`src/rtl/tenyr_bus_defs.sv`:
```
// -----------------------------------------------------------------------------
// tenyr_bus_defs
// Shared definitions for the operand data bus: arbiter FSM state encodings,
// default address map (operand RAM window and serial device word) and the
// address/data width used by every block on the bus.
// No ports (package).
// -----------------------------------------------------------------------------
package tenyr_bus_defs;

    localparam int ADDR_W = 32;
    localparam int DATA_W = 32;

    // Wait-state counter width; covers the full 0..15 range.
    localparam int WAIT_W = 4;

    localparam logic [ADDR_W-1:0] DEF_MEM_BASE = 32'd0;
    localparam logic [ADDR_W-1:0] DEF_MEM_SIZE = 32'd8;
    localparam logic [ADDR_W-1:0] DEF_SER_BASE = 32'd8;

    typedef enum logic [1:0] {
        ST_IDLE   = 2'd0,
        ST_ACCESS = 2'd1,
        ST_ACK    = 2'd2
    } state_t;

endpackage

```
`src/rtl/tenyr_addr_decode.sv`:
```
// -----------------------------------------------------------------------------
// tenyr_addr_decode
// Combinational word-address decoder for the operand bus address map.
// Also intended for reuse by the instruction fetch path.
//
// Ports:
//   addr      in   32  word address to decode
//   sel_mem   out  1   address falls inside the operand RAM window
//   sel_ser   out  1   address is the serial device word
//   unmapped  out  1   address hits no device
// -----------------------------------------------------------------------------
module tenyr_addr_decode
    import tenyr_bus_defs::*;
#(
    parameter logic [ADDR_W-1:0] MEM_BASE = DEF_MEM_BASE,
    parameter logic [ADDR_W-1:0] MEM_SIZE = DEF_MEM_SIZE,
    parameter logic [ADDR_W-1:0] SER_BASE = DEF_SER_BASE
) (
    input  logic [ADDR_W-1:0] addr,
    output logic              sel_mem,
    output logic              sel_ser,
    output logic              unmapped
);

    // Window bounds are formed in ADDR_W+1 bits so that a RAM window ending
    // at the top of the address space does not wrap to a small limit.
    logic [ADDR_W:0] addr_x;
    logic [ADDR_W:0] mem_lo;
    logic [ADDR_W:0] mem_hi;

    assign addr_x = {1'b0, addr};
    assign mem_lo = {1'b0, MEM_BASE};
    assign mem_hi = {1'b0, MEM_BASE} + {1'b0, MEM_SIZE};

    assign sel_mem  = (addr_x >= mem_lo) && (addr_x < mem_hi);
    // RAM wins if the serial word is placed inside the RAM window.
    assign sel_ser  = !sel_mem && (addr == SER_BASE);
    assign unmapped = !sel_mem && !sel_ser;

endmodule

```
`src/rtl/tenyr_bus_arbiter.sv`:
```
// -----------------------------------------------------------------------------
// tenyr_bus_arbiter
// Two-master round-robin arbiter and sequencer for the shared operand bus
// (operand RAM port plus memory-mapped serial device). One transfer at a
// time: grant, decode, hold the bus for WAIT+1 cycles, capture read data,
// then return a one-cycle ack (with err for unmapped addresses).
//
// Ports:
//   clk, reset               clock; synchronous active-high reset
//   m0_* / m1_*              master request/rw/addr/wdata in;
//                            rdata/ack/err out (rdata, err valid with ack)
//   bus_enable, bus_rw       device enable and direction (1 = write)
//   bus_addr, bus_wdata      address and write data to devices
//   bus_rdata                muxed device read data
//   sel_mem, sel_ser         one-hot device select during an access
// -----------------------------------------------------------------------------
module tenyr_bus_arbiter
    import tenyr_bus_defs::*;
#(
    parameter logic [ADDR_W-1:0] MEM_BASE = DEF_MEM_BASE,
    parameter logic [ADDR_W-1:0] MEM_SIZE = DEF_MEM_SIZE,
    parameter logic [ADDR_W-1:0] SER_BASE = DEF_SER_BASE,
    parameter int                WAIT     = 1
) (
    input  logic              clk,
    input  logic              reset,

    input  logic              m0_req,
    input  logic              m0_rw,
    input  logic [ADDR_W-1:0] m0_addr,
    input  logic [DATA_W-1:0] m0_wdata,
    output logic [DATA_W-1:0] m0_rdata,
    output logic              m0_ack,
    output logic              m0_err,

    input  logic              m1_req,
    input  logic              m1_rw,
    input  logic [ADDR_W-1:0] m1_addr,
    input  logic [DATA_W-1:0] m1_wdata,
    output logic [DATA_W-1:0] m1_rdata,
    output logic              m1_ack,
    output logic              m1_err,

    output logic              bus_enable,
    output logic              bus_rw,
    output logic [ADDR_W-1:0] bus_addr,
    output logic [DATA_W-1:0] bus_wdata,
    input  logic [DATA_W-1:0] bus_rdata,
    output logic              sel_mem,
    output logic              sel_ser
);

    localparam logic [WAIT_W-1:0] WAIT_LOAD = WAIT_W'(WAIT);

    state_t            state, state_nx;
    logic              grant, grant_nx;       // 0 = m0, 1 = m1
    logic              last, last_nx;         // master served most recently
    logic [WAIT_W-1:0] cnt, cnt_nx;
    logic              unmapped_q, unmapped_nx;

    logic              bus_enable_nx;
    logic              bus_rw_nx;
    logic [ADDR_W-1:0] bus_addr_nx;
    logic [DATA_W-1:0] bus_wdata_nx;
    logic              sel_mem_nx;
    logic              sel_ser_nx;

    logic [DATA_W-1:0] m0_rdata_nx, m1_rdata_nx;
    logic              m0_ack_nx, m1_ack_nx;
    logic              m0_err_nx, m1_err_nx;

    logic              pick;
    logic [ADDR_W-1:0] req_addr;
    logic              dec_mem, dec_ser, dec_unmapped;

    // Lone requester wins; on contention the master that was not served last.
    assign pick     = (m0_req && m1_req) ? ~last : m1_req;
    assign req_addr = pick ? m1_addr : m0_addr;

    tenyr_addr_decode #(
        .MEM_BASE (MEM_BASE),
        .MEM_SIZE (MEM_SIZE),
        .SER_BASE (SER_BASE)
    ) u_decode (
        .addr     (req_addr),
        .sel_mem  (dec_mem),
        .sel_ser  (dec_ser),
        .unmapped (dec_unmapped)
    );

    always_ff @(posedge clk) begin
        if (reset) begin
            state      <= ST_IDLE;
            grant      <= 1'b0;
            last       <= 1'b1;
            cnt        <= '0;
            unmapped_q <= 1'b0;
            bus_enable <= 1'b0;
            bus_rw     <= 1'b0;
            bus_addr   <= '0;
            bus_wdata  <= '0;
            sel_mem    <= 1'b0;
            sel_ser    <= 1'b0;
            m0_rdata   <= '0;
            m1_rdata   <= '0;
            m0_ack     <= 1'b0;
            m1_ack     <= 1'b0;
            m0_err     <= 1'b0;
            m1_err     <= 1'b0;
        end else begin
            state      <= state_nx;
            grant      <= grant_nx;
            last       <= last_nx;
            cnt        <= cnt_nx;
            unmapped_q <= unmapped_nx;
            bus_enable <= bus_enable_nx;
            bus_rw     <= bus_rw_nx;
            bus_addr   <= bus_addr_nx;
            bus_wdata  <= bus_wdata_nx;
            sel_mem    <= sel_mem_nx;
            sel_ser    <= sel_ser_nx;
            m0_rdata   <= m0_rdata_nx;
            m1_rdata   <= m1_rdata_nx;
            m0_ack     <= m0_ack_nx;
            m1_ack     <= m1_ack_nx;
            m0_err     <= m0_err_nx;
            m1_err     <= m1_err_nx;
        end
    end

    always_comb begin
        state_nx      = state;
        grant_nx      = grant;
        last_nx       = last;
        cnt_nx        = cnt;
        unmapped_nx   = unmapped_q;
        bus_enable_nx = bus_enable;
        bus_rw_nx     = bus_rw;
        bus_addr_nx   = bus_addr;
        bus_wdata_nx  = bus_wdata;
        sel_mem_nx    = sel_mem;
        sel_ser_nx    = sel_ser;
        m0_rdata_nx   = m0_rdata;
        m1_rdata_nx   = m1_rdata;
        m0_ack_nx     = m0_ack;
        m1_ack_nx     = m1_ack;
        m0_err_nx     = m0_err;
        m1_err_nx     = m1_err;

        case (state)
            ST_IDLE: begin
                if (m0_req || m1_req) begin
                    grant_nx      = pick;
                    bus_rw_nx     = pick ? m1_rw : m0_rw;
                    bus_addr_nx   = req_addr;
                    bus_wdata_nx  = pick ? m1_wdata : m0_wdata;
                    sel_mem_nx    = dec_mem;
                    sel_ser_nx    = dec_ser;
                    unmapped_nx   = dec_unmapped;
                    // An unmapped address still passes through ACCESS for a
                    // single cycle with the bus idle, so its ack lands one
                    // cycle after the grant like a zero-wait transfer.
                    bus_enable_nx = !dec_unmapped;
                    cnt_nx        = dec_unmapped ? '0 : WAIT_LOAD;
                    state_nx      = ST_ACCESS;
                end
            end

            ST_ACCESS: begin
                if (cnt == '0) begin
                    bus_enable_nx = 1'b0;
                    sel_mem_nx    = 1'b0;
                    sel_ser_nx    = 1'b0;
                    state_nx      = ST_ACK;
                    if (grant) begin
                        m1_ack_nx = 1'b1;
                        m1_err_nx = unmapped_q;
                        if (unmapped_q) begin
                            m1_rdata_nx = '0;
                        end else if (!bus_rw) begin
                            m1_rdata_nx = bus_rdata;
                        end
                    end else begin
                        m0_ack_nx = 1'b1;
                        m0_err_nx = unmapped_q;
                        if (unmapped_q) begin
                            m0_rdata_nx = '0;
                        end else if (!bus_rw) begin
                            m0_rdata_nx = bus_rdata;
                        end
                    end
                end else begin
                    cnt_nx = cnt - 1'b1;
                end
            end

            ST_ACK: begin
                m0_ack_nx = 1'b0;
                m1_ack_nx = 1'b0;
                m0_err_nx = 1'b0;
                m1_err_nx = 1'b0;
                last_nx   = grant;
                state_nx  = ST_IDLE;
            end

            default: begin
                state_nx = ST_IDLE;
            end
        endcase
    end

endmodule
```
`config.mk`:
```
export PLATFORM = sky130hd
export DESIGN_NAME = tenyr_bus_arbiter
export DESIGN_NICKNAME = d
export VERILOG_FILES = /design/src/rtl/tenyr_bus_defs.sv /design/src/rtl/tenyr_addr_decode.sv /design/src/rtl/tenyr_bus_arbiter.sv
export SDC_FILE = /design/constraint.sdc
export NUM_CORES = 1
export LEC_CHECK = 0
export CAP_MARGIN = 20
export CORE_ASPECT_RATIO = 2
export CORE_MARGIN = 3
export CORE_UTILIZATION = 37
export DETAILED_ROUTE_END_ITERATION = 12
export PLACE_DENSITY = 0.77
export SYNTH_ARGS = -nofsm -noshare
export SYNTH_HDL_FRONTEND = slang
export SYNTH_HIERARCHICAL = 1
export SYNTH_SLANG_ARGS = --single-unit
```
`constraint.sdc`:
```
create_clock -name clk -period 2.2 [get_ports clk]
set_input_delay 0.22 -clock clk [delete_from_list [all_inputs] [get_ports clk]]
set_output_delay 0.22 -clock clk [all_outputs]
set_load 0.1 [all_outputs]
```
==> flow_summary.ini, run 1 <==
[critical_path]
crit_type = flop to flop
crit_family = simple AND/OR/NAND/NOR gates
max_stage_delay_ns = 0.45
startpoint_type = flop
rr_startpoint = last
cp_num_cells = 10
endpoint_kind = flop
required_ns = 2.54
crit_slowest_cell = or3_4
ff2ff_path_depth = 10
cp_cell_sequence = a21boi_4, buf_12, buf_4, mux2_4, nor4_2, nand4_1, or3_4, nor2_2, nand2_1, a21oi_1
crit_arrival_ns = 2.82
cp_max_fo = 11
worstSetupEndpoint = cnt[0]
cp-startpoint = last
r2r-end = cnt[0]
path_buf_inv = 2
r2r_slack_ns = -0.28

[pwr]
p_seq_share_pct = 26.5
p_leak_uw = 0.004085
p_clk_share_pct = 23.5
net-switching-power_uw = 6282
ir_drop_mv = 0.8460
intPower_uw = 6675
swShare_pct = 48.49
report.power.total_uw = 12960
p_per_area_nw_per_um2 = 1302
comb_power_share_pct = 50.1

[floorplanning]
die_area_um2 = 18220
die_w_um = 96.97
rows = 65
core_area_um2 = 16020
ioPinCount = 302
die_h_um = 187.9
initial_core_util_pct = 38.22

[clocking]
clk_pin_slew_worst_paths_ns = 0.06
postCtsHoldBufs = 0
cts_tree = done
cts_max_level = 4
cts_inserted_buffers = 17
insertion_delay_ns = 0.42
cts_root_buf = clkbuf_16
clockBufferDepth = 2
clock_sinks = 145

[finish]
drive_gt1_share_pct = 26.83
final_cell_mix = clkdlybuf4s50_1, buf_4, dfxtp_1, nor2_1, a21oi_1
design_area_um2 = 9948
area_growth_pct = 62.46
fin_nets = 1142
antennaDiodeCount = 0

[route]
viasPerCell = 5.089
drc_errors = 0
wirelength_mm = 20.90
wire_per_inst_um = 17.63
ant_nets = 0
first_iter_violations = 243
vias = 6031
dr.pass1.iters = 4

[sta]
skew_ns = 0.01183
tightest_slew_ns = 0.8609
fin_ws_ns = -0.2752
hold_viol = 0
relSlewSlack_pct = 42.61
finalSetupViolCount = 5
clock.fmax_mhz = 404.0
setup_tns_ns = -0.7192
rsz0062_at_grt = yes
maxSlewViolCount = 0
min_period_ns = 2.475
min_period_over_period_pct = 112.5

[global_route]
track_usage_pct = 22.42
grt_overflow = 0
grt_pass1_wl_mm = 33.01
grt_pass1_vias = 6257
antenna_found_initial = 0
grt_max_degree = 67

[placement]
dp_hpwl_mm = 15.40
io_buffer_count = 301
place_area_um2 = 9086
gp_congestion = 0.8209

[status]
violations = negative setup slack
status = finished with violations

[logic_synthesis]
ys_ff_latch = 145
synth_fp_nets = 837
synth_area_per_cell_um2 = 9.194
syn_area_um2 = 6123
ys_seq_area_share_pct = 47.40
synth_cell_types = 45
ys.warnings.count = 6
syn_inst = 666

[min_path]
hold_path.class = input port to flop

[run]
maxCapViolCount = 0
==> synth_stat cells, drive strengths merged <==
cell     instances  area [µm²]
or3b             2       17.52
and4bb           1       12.51
mux2            33       371.6
inv              6       22.52
nand4bb          1       11.26
nor4            10       117.6
nor2            92       345.3
ha               5       62.56
nand3b          33       247.7
a31o             1       8.760
and3             1       6.260
o31ai            1       7.510
a21boi           1       11.26
nor3             6       30.03
nand4            2       12.51
mux2i           36       360.4
nand3            4       20.02
a41o             2       20.02
nor2b            4       25.02
or3              1       6.260
nor4bb           1       10.01
nand2b           3       21.27
nand2           40       150.1
buf             20       141.4
o21ai           65       325.3
a22oi           16       120.1
a21oi           74       374.1
dfxtp          145        2903
o211ai           1       7.510
a22o            17       148.9
a211oi           5       42.54
clkbuf          32       120.1
o21a             2       15.01
nor3b            3       27.52
==> power by group through the flow <==
stage | logic, µW | registers [µW] | clock network (µW)
floorplan | 1500 | 6740 | 0
global placement | 6380 | 3460 | 0
detailed placement | 6420 | 3470 | 0
CTS | 6490 | 3430 | 3100
global route | 6780 | 3490 | 3210
finish | 6490 | 3430 | 3040
==> per-layer routing <==
metal  up-vias  routed length (µm)  global-route usage (%)
met4         0                 502                   9.465
li1       2979                   -                       -
met2       217               11650                   41.32
met3        30                1075                   4.914
met1      2805                7669                   24.31
met5         -                   0                       0
==> repair_timing <==
action,in CTS,in global routing
cloned,2,0
pin swaps,8,8
gates resized for setup,14,17
buffers inserted,2,2
endpoints found under the setup margin,5,5
endpoints found under the hold margin,0,0
==> sequential cells by signal, indices dropped and copies added, names as in the netlist <==
register	cells
bus_addr	32
bus_wdata	32
m0_rdata	32
m1_rdata	32
cnt	4
state	2
bus_enable	1
bus_rw	1
grant	1
last	1
m0_ack	1
m0_err	1
m1_ack	1
m1_err	1
sel_mem	1
sel_ser	1
unmapped_q	1
==> cell families after synthesis <==
family / Yosys count / share of synthesized area [%]
simple gates: 204 / 17.33
compound gates: 185 / 17.65
flops: 145 / 47.40
mux: 69 / 11.95
buf+inv: 58 / 4.638
fa+ha+maj: 5 / 1.022
==> tightest hold or removal path, cell delays in order <==
cell     delay [ns]
buf_2          0.10
buf_4          0.29
a21oi_2        0.05
==> final cells by class <==
type                       instances  area (µm²)
sequential                       145        2904
clock inverter                    11       150.1
multi-input combinational        463        3094
clock buffer                      21       470.5
timing repair buffer             338        3055
fill                            1320        6073
tap                              201       251.5
inverter                           6       22.52
==> worst min-delay path by stage <==
| stage | from | slack, ns | to | cells after the start |
|---|---|---|---|---|
| after floorplan | bus_rdata[12] | 0.35 | m0_rdata[12] | 1 |
| after global placement | m1_rdata[26] | 0.44 | m1_rdata[26] | 2 |
| after detailed placement | m1_rdata[26] | 0.45 | m1_rdata[26] | 2 |
| after CTS | reset | 0.29 | grant | 3 |
| after global routing | reset | 0.31 | bus_enable | 3 |
| final | reset | 0.30 | bus_enable | 3 |
==> through the flow <==
step | util (%) | worst slack [ns] | cells | hold WS [ns]
6_report | 62.09 | -0.2752 | 1185 | 0.3013
5_1_grt | 62.09 | -0.3561 | 1185 | 0.3127
4_1_cts | 61.47 | -0.1843 | 1183 | 0.2905
3_5_place_dp | 56.71 | -0.6713 | 1147 | 0.4454
3_3_place_gp | 56.71 | -0.6542 | 1147 | 0.4396
2_1_floorplan | - | 0.01002 | 666 | 0.3455
Power figures use the tool's default switching activity.
==> run 2, diff against run 1 <==
--- a/config.mk
+++ b/config.mk
@@ -7,10 +7,10 @@
 export LEC_CHECK = 0
 export CAP_MARGIN = 20
 export CORE_ASPECT_RATIO = 2
-export CORE_MARGIN = 3
 export CORE_UTILIZATION = 37
 export DETAILED_ROUTE_END_ITERATION = 12
 export PLACE_DENSITY = 0.77
+export RECOVER_POWER = 100
 export SYNTH_ARGS = -nofsm -noshare
 export SYNTH_HDL_FRONTEND = slang
 export SYNTH_HIERARCHICAL = 1
==> flow_summary.ini, run 2 (same netlist as run 1, synthesis figures left out) <==
[status]
status = finished with violations
violations = negative setup slack

[sta]
min_period_ns = 2.446
finalSetupViolCount = 3
clock.fmax_mhz = 408.9
relSlewSlack_pct = 18.43
fin_ws_ns = -0.2459
rsz0062_at_grt = yes
maxSlewViolCount = 0
tightest_slew_ns = 1.229
min_period_over_period_pct = 111.2
hold_viol = 0
skew_ns = 0.01057

[placement]
dp_hpwl_mm = 14.85
gp_congestion = 0.8420
io_buffer_count = 301
place_area_um2 = 9072
placedCellCount = 1146

[route]
dr.pass1.iters = 4
first_iter_violations = 181
wire_per_inst_um = 17.25
vias = 6107
drc_errors = 0
wirelength_mm = 20.48
viasPerCell = 5.145
ant_nets = 0

[pwr]
ir_drop_mv = 0.7621
p_leak_uw = 0.003610
p_per_area_nw_per_um2 = 1314

[floorplanning]
ioPinCount = 302
die_area_um2 = 17100
initial_core_util_pct = 37.83
die_h_um = 183.9
rows = 66
core_area_um2 = 16190
die_w_um = 92.97

[critical_path]
crit_type = flop to flop
crit_arrival_ns = 2.80
endpoint_kind = flop
required_ns = 2.55
cp_max_fo = 6
startpoint_type = flop

[finish]
final_cell_mix = clkdlybuf4s50_1, dfxtp_1, clkbuf_1, nor2_1, a21oi_1
fin_nets = 1141
design_area_um2 = 9484
multi_input_area_um2 = 3103
n_fill_cell = 1542
register_area_um2 = 2907
area_growth_pct = 54.88
layout_commonest_cell = clkdlybuf4s50_1
drive_gt1_share_pct = 15.46
antennaDiodeCount = 0
final_cells = 1187

[clocking]
clk_pin_slew_worst_paths_ns = 0.06
cts_inserted_buffers = 17
insertion_delay_ns = 0.42
clock_sinks = 145
clockBufferDepth = 2
cts_root_buf = clkbuf_16
cts_tree = done
cts_max_level = 4
postCtsHoldBufs = 0

[global_route]
grt_max_degree = 70
grt_pass1_wl_mm = 31.97
grt_pass1_vias = 6232
antenna_found_initial = 0
track_usage_pct = 24.19
grt_overflow = 0

[min_path]
hold_path.class = input port to flop

[run]
maxCapViolCount = 0
==> run 2: cell types whose count changed in the layout (fill, tap and decap cells not counted), moves of 2 or more <==
cell      change
buf_4       -141
clkbuf_1    +109
clkbuf_2     +26
mux2_2        -6
mux2_4        +6
buf_1         +2
clkinv_4      +2
inv_6         -2
nor3_2        +2
nor3_4        -2
==> run 2: path summary, 6_finish.rpt <==
check | from | end | slack, ns | depth (start not counted)
worst max-delay path | last | cnt[0] | -0.25 | 10
worst min-delay path | reset | bus_enable | 0.33 | 3
worst max register to register | last | cnt[0] | -0.25 | 10
worst min register to register | m1_rdata[31] | m1_rdata[31] | 0.45 | 2
==> run 2: area by class of cell <==
type / count / area share, %
timing repair buffer: 337 / 27.30
tap: 204 / 2.691
clock buffer: 21 / 5.066
inverter: 6 / 0.2375
clock inverter: 11 / 1.346
sequential: 145 / 30.65
multi-input combinational: 463 / 32.72
==> run 2: layer usage <==
layer | wire [µm] | GRT usage (%) | up-vias
met1 | 7398 | 25.26 | 2867
met5 | 0 | 0 | -
met2 | 11220 | 44.50 | 226
met3 | 1149 | 5.542 | 45
li1 | - | - | 2969
met4 | 705 | 11.69 | 0
==> run 2: where the power goes <==
part / switching, µW / internal [µW] / leakage (µW)
registers: 279 / 3140 / 0.00119
logic: 4840 / 1260 / 0.00213
clock network: 1150 / 1800 / 0.000292
total: 6270 / 6190 / 0.00361
==> run 2: critical path, cell delays in order, from the launching register on <==
cell	delay (ns)
dfxtp_4	0.35
a21boi_4	0.23
buf_12	0.16
buf_16	0.12
mux2_4	0.31
nor4_4	0.28
nand4_1	0.18
or3_4	0.43
nor2_4	0.11
nand2_2	0.07
a21oi_2	0.14
==> run 2: through the flow <==
stage / hold slack, ns / utilization (%) / total power, µW / TNS, ns / setup slack (ns)
2_1_floorplan: 0.3455 / - / 8247 / 0 / 0.01002
3_3_place_gp: 0.4391 / 56.05 / 9817 / -2.349 / -0.6095
3_5_place_dp: 0.4446 / 56.05 / 9872 / -2.419 / -0.6006
4_1_cts: 0.3033 / 61.35 / 12960 / -0.5354 / -0.1955
5_1_grt: 0.3304 / 58.60 / 13010 / -1.190 / -0.3444
6_report: 0.3279 / 58.60 / 12460 / -0.7083 / -0.2459
==> run 2: what timing repair did <==
| item | 4_1_cts | 5_1_grt |
|---|---|---|
| endpoints found under the setup margin | 5 | 5 |
| cloned | 3 | 0 |
| gates resized for setup | 31 | 10 |
| setup buffers | 6 | 3 |
| pin swaps | 7 | 7 |
